**src/rtl/traffic_intersection_ctrl.sv**
```systemverilog
// Two-road intersection controller with a latched pedestrian walk phase and a
// level-sensitive all-red emergency override. Lamps decode from the state register.
module traffic_intersection_ctrl #(
  parameter int GREEN_CYCLES   = 8,
  parameter int YELLOW_CYCLES  = 3,
  parameter int ALL_RED_CYCLES = 2,
  parameter int PED_CYCLES     = 6,
  parameter int CNT_W          = 8
) (
  input  logic       clk,
  input  logic       reset,
  input  logic       ped_req,
  input  logic       emergency,
  output logic       ns_red,
  output logic       ns_yellow,
  output logic       ns_green,
  output logic       ew_red,
  output logic       ew_yellow,
  output logic       ew_green,
  output logic       walk,
  output logic       ped_pending,
  output logic [2:0] phase
);

  typedef enum logic [2:0] {
    NS_G    = 3'd0,
    NS_Y    = 3'd1,
    ALL_RED = 3'd2,
    EW_G    = 3'd3,
    EW_Y    = 3'd4,
    WALK    = 3'd5,
    EMERG   = 3'd6
  } state_t;

  localparam logic [CNT_W-1:0] GREEN_LAST  = CNT_W'(GREEN_CYCLES - 1);
  localparam logic [CNT_W-1:0] YELLOW_LAST = CNT_W'(YELLOW_CYCLES - 1);
  localparam logic [CNT_W-1:0] RED_LAST    = CNT_W'(ALL_RED_CYCLES - 1);
  localparam logic [CNT_W-1:0] PED_LAST    = CNT_W'(PED_CYCLES - 1);

  state_t           state;
  logic [CNT_W-1:0] cnt;
  logic             next_dir;  // 1: EW gets the next green, 0: NS
  logic             done;

  // An out-of-range state counts as done so it falls into recovery at once.
  always_comb begin
    done = 1'b1;
    case (state)
      NS_G, EW_G: done = (cnt == GREEN_LAST);
      NS_Y, EW_Y: done = (cnt == YELLOW_LAST);
      ALL_RED:    done = (cnt == RED_LAST);
      WALK:       done = (cnt == PED_LAST);
      EMERG:      done = 1'b0;
      default:    done = 1'b1;
    endcase
  end

  always_ff @(posedge clk) begin
    if (reset) begin
      state       <= NS_G;
      cnt         <= '0;
      next_dir    <= 1'b1;
      ped_pending <= 1'b0;
    end else begin
      if (ped_req && state != WALK) ped_pending <= 1'b1;
      if (emergency) begin
        state <= EMERG;
        cnt   <= '0;
      end else if (state == EMERG) begin
        state    <= ALL_RED;
        cnt      <= '0;
        next_dir <= 1'b0;
      end else if (done) begin
        cnt <= '0;
        case (state)
          NS_G: state <= NS_Y;
          NS_Y: begin
            state    <= ALL_RED;
            next_dir <= 1'b1;
          end
          EW_G: state <= EW_Y;
          EW_Y: begin
            state    <= ALL_RED;
            next_dir <= 1'b0;
          end
          ALL_RED: begin
            // Clearing here overrides a same-edge ped_req: it is absorbed by this walk.
            if (ped_pending) begin
              state       <= WALK;
              ped_pending <= 1'b0;
            end else begin
              state <= next_dir ? EW_G : NS_G;
            end
          end
          WALK:    state <= next_dir ? EW_G : NS_G;
          default: state <= ALL_RED;
        endcase
      end else begin
        cnt <= cnt + 1'b1;
      end
    end
  end

  always_comb begin
    ns_red    = 1'b1;
    ns_yellow = 1'b0;
    ns_green  = 1'b0;
    ew_red    = 1'b1;
    ew_yellow = 1'b0;
    ew_green  = 1'b0;
    case (state)
      NS_G: begin ns_red = 1'b0; ns_green  = 1'b1; end
      NS_Y: begin ns_red = 1'b0; ns_yellow = 1'b1; end
      EW_G: begin ew_red = 1'b0; ew_green  = 1'b1; end
      EW_Y: begin ew_red = 1'b0; ew_yellow = 1'b1; end
      default: ;
    endcase
  end

  assign walk  = (state == WALK);
  assign phase = state;

endmodule

```
**config.mk**
```make
export PLATFORM = sky130hd
export DESIGN_NAME = traffic_intersection_ctrl
export DESIGN_NICKNAME = d
export VERILOG_FILES = /design/src/rtl/traffic_intersection_ctrl.sv
export SDC_FILE = /design/constraint.sdc
export NUM_CORES = 1
export LEC_CHECK = 0
export BUFFER_PORTS_ARGS = -buffer_cell sky130_fd_sc_hd__buf_2
export CORE_MARGIN = 2
export CORE_UTILIZATION = 53
export CTS_BUF_LIST = sky130_fd_sc_hd__clkbuf_16
export DETAILED_ROUTE_END_ITERATION = 8
export PLACE_DENSITY = 0.88
export SLEW_MARGIN = 20
export SYNTH_ARGS = -nofsm -noshare
export SYNTH_HDL_FRONTEND = slang
export SYNTH_SLANG_ARGS = --single-unit
```
**constraint.sdc**
```tcl
create_clock -name clk -period 2.22 [get_ports clk]
set_input_delay 0.333 -clock clk [delete_from_list [all_inputs] [get_ports clk]]
set_output_delay 0.333 -clock clk [all_outputs]
set_load 0.01 [all_outputs]
```
==> results by group <==
Route
  • Routed WL: 2030 µm
  • Drt first-iter violations: 66
  • Antenna Violating Nets Remaining: 0
  • Initial DRT Pass Iterations: 4
  • Vias: 814
  • Post-DR wirelength/cell: 14.9 µm
  • DRC: 0
  • Post-DR vias/cell: 5.99

Critical path
  • WP buf/inv: 1
  • Reg2Reg Launch Point: phase[2]
  • WP data arrival: 2.25 ns
  • Register-to-register setup slack: 0.14 ns
  • Largest stage delay, worst path: 0.55 ns
  • Slowest CP cell: a2111o_1
  • Crit-path cells: buf_4 > or2_2 > mux2i_1 > a2111o_1 > or4b_1 > a31oi_1
  • Crit path launch type: flip-flop
  • R2r endpoint: phase[2]
  • Worst setup EP type: flip-flop
  • Worst Reg-to-Reg Cells: 6
  • Critical Path RT: 2.39 ns
  • Worst path top cell family by delay: compound AO/OA/AOI/OAI gates
  • CP Class: flip-flop to flip-flop
  • CP max FO: 12

Final layout
  • Ratio of cells with drive above 1 in the final layout: 26.7%
  • Most frequent cells in the layout: nor2_1, buf_2, dfxtp_1, xor2_1
  • Final net count: 126
  • Synthesis-to-layout area growth: 21.7%
  • Ant diodes: 0
  • Commonest non-fill, non-tap cell in the layout: nor2_1
  • Non-Filler Instances: 136

Logic synthesis
  • Synthesized area: 813 µm²
  • Synth Instances: 103
  • Ys Warns: 0
  • Post-synthesis adder-cell area fraction: 1.54%
  • Post-synthesis xor/xnor area fraction: 9.69%
  • Post-synthesis compound-gate area fraction: 18.0%
  • Mux cell area share after synthesis: 2.62%
  • Largest family of logic cells by synthesized area: simple AND/OR/NAND/NOR gates
  • Register area share after synthesis: 32.0%
  • Yosys cell types: 41
  • Simple-gate portion of the synthesized area: 29.7%
  • Syn Nets: 108
  • Synth Area per Inst: 7.90 µm²
  • Synthesized flop and latch total: 13

GRT
  • First-pass GRT wire length: 3330 µm
  • Vias in the first global route: 756
  • Remaining global-route overflow: 0
  • GRT Util Overall: 23.5%
  • Largest net degree at the start of global routing: 16
  • Antenna violations before repair: 0

STA
  • Worst slew margin: 56.9%
  • Post-route setup TNS: 0 ns
  • Crit path time final: 2.08 ns
  • Max Clock Skew: 0.000996 ns
  • Fin crit share: 93.8%
  • Final setup violation count: 0
  • Final hold vios: 0
  • RSZ-0062 raised after global routing: false
  • Fmax achieved: 480 MHz
  • Final Max Tran Viols: 0
  • Slew of the pin with the lowest slew margin: 0.641 ns

Pwr
  • P per Cell Area: 704 nW/µm²
  • Power Total: 697 µW
  • VDD IR max: 0.495 mV
  • Static Leak: 0.000429 µW

Clock network
  • Clock Tree Buf Depth: 2
  • Post-CTS Resized: 0
  • Postcts setup bufs: 0
  • CTS tree: built
  • # H-tree levels: 1
  • Total CTS buffers: 3
  • Clk sink count: 13
  • CTS Hold Buffers Added: 0
  • Latest clock arrival within the worst-skew pair: 0.24 ns
  • Root buf cell: clkbuf_16
  • Register clock-pin slew on the reported worst setup and hold paths: 0.04 ns

Die
  • Initial core utilization: 55.3%
  • I/O pins: 15
  • Die W: 43.2 µm
  • # rows: 14
  • Die Footprint: 1860 µm²
  • Core area: 1470 µm²
  • Die Y: 43.2 µm

Placement
  • RD Place Congestion: 0.897
  • Port-buffer cells: 14
  • Dpl hpwl: 1370 µm
  • Dpl cells: 132

Min path
  • Min-Delay Path Class: input pin to flip-flop
  • Hold depth: 2
  • Min-delay src: reset
  • WHS Endpoint: phase[2]

Status
  • Outcome: finished clean

Run
  • Max Cap Viol: 0
worst max path at each step:
stage / from / depth (start not counted) / endpoint
floorplan: phase[2] / 8 / phase[2]
global placement: phase[2] / 8 / phase[2]
detailed placement: phase[2] / 6 / phase[2]
CTS: phase[2] / 6 / phase[2]
global route: phase[1] / 6 / next_dir
finish: phase[2] / 6 / phase[2]
state kept, by name, summed over array words and instances, names as in the netlist:
signal / count
cnt: 8
phase: 3
next_dir: 1
ped_pending: 1
worst reg2reg max path: cells and delay by family, from the launching register on:
kind                   cells  cell delay (ns)
buffers and inverters      1             0.20
AO/OA/AOI/OAI              2             0.71
multiplexers               1             0.07
flip-flops                 1             0.34
AND/OR/NAND/NOR            2             0.70
metal layers:
layer  global-route usage [%]  wire, µm  up-vias
met3                     4.26       151        4
met5                        0         0        -
met1                     30.0       894      362
li1                         -         -      399
met2                     38.2       963       49
met4                     10.3        19        0
synth_stat cells:
cell type  instances  share of area [%]
nor2_1            15                6.9
dfxtp_1           13                 32
xor2_1             6                6.5
a21oi_1            5                3.1
nand2_1            5                2.3
nand3_1            5                3.1
nor3_1             5                3.1
and3_1             4                3.1
inv_1              3                1.4
inv_2              3                1.4
xnor2_1            3                3.2
buf_2              2                1.2
nor2_4             2                2.8
o21ai_0            2                1.2
o22ai_1            2                1.5
or2_2              2                1.5
or4_1              2                1.8
a2111o_1           1                1.4
a211oi_1           1               0.92
a21boi_0           1               0.92
a311oi_1           1                1.1
a31oi_1            1               0.77
and2_1             1               0.77
buf_1              1               0.46
buf_4              1               0.92
clkbuf_1           1               0.46
clkbuf_2           1               0.61
ha_1               1                1.5
mux2_2             1                1.4
mux2i_1            1                1.2
nand2_2            1               0.77
nand2b_1           1               0.77
nand4_1            1               0.77
o211ai_1           1               0.92
o22a_1             1                1.1
o311ai_0           1                1.1
o311ai_2           1                2.0
o31a_1             1                1.1
o31ai_1            1               0.92
or3_1              1               0.77
or4b_1             1                1.2
cells by family after synthesis:
group / after synthesis
AND/OR/NAND/NOR: 46
AO/OA/AOI/OAI: 20
flip-flops: 13
buffers and inverters: 12
XOR/XNOR: 9
multiplexers: 2
adder cells (fa/ha/maj): 1
area by class of cell:
cell class	count	area [µm²]
Multi-Input combinational cell	78	500
Fill cell	122	482
Sequential cell	13	260
Timing Repair Buffer	19	108
Clock buffer	3	75.1
Inverter	6	22.5
Tap cell	16	20.0
Clock inverter	1	3.75
stage by stage:
stage | hold WS, ns | setup slack, ns | instance area [µm²] | utilization [%]
2_1_floorplan | 0.402 | 0.219 | 813 | -
3_3_place_gp | 0.502 | 0.237 | 911 | 61.9
3_5_place_dp | 0.521 | 0.172 | 911 | 61.9
4_1_cts | 0.333 | 0.152 | 990 | 67.3
5_1_grt | 0.352 | 0.0202 | 990 | 67.3
6_report | 0.346 | 0.138 | 990 | 67.3
power breakdown:
group / internal [µW] / switching [µW] / total [µW]
Sequential: 241 / 9.79 / 251
Clock: 237 / 95.6 / 333
Combinational: 46.3 / 66.5 / 113
Total: 525 / 172 / 697
Power figures use the tool's default switching activity.
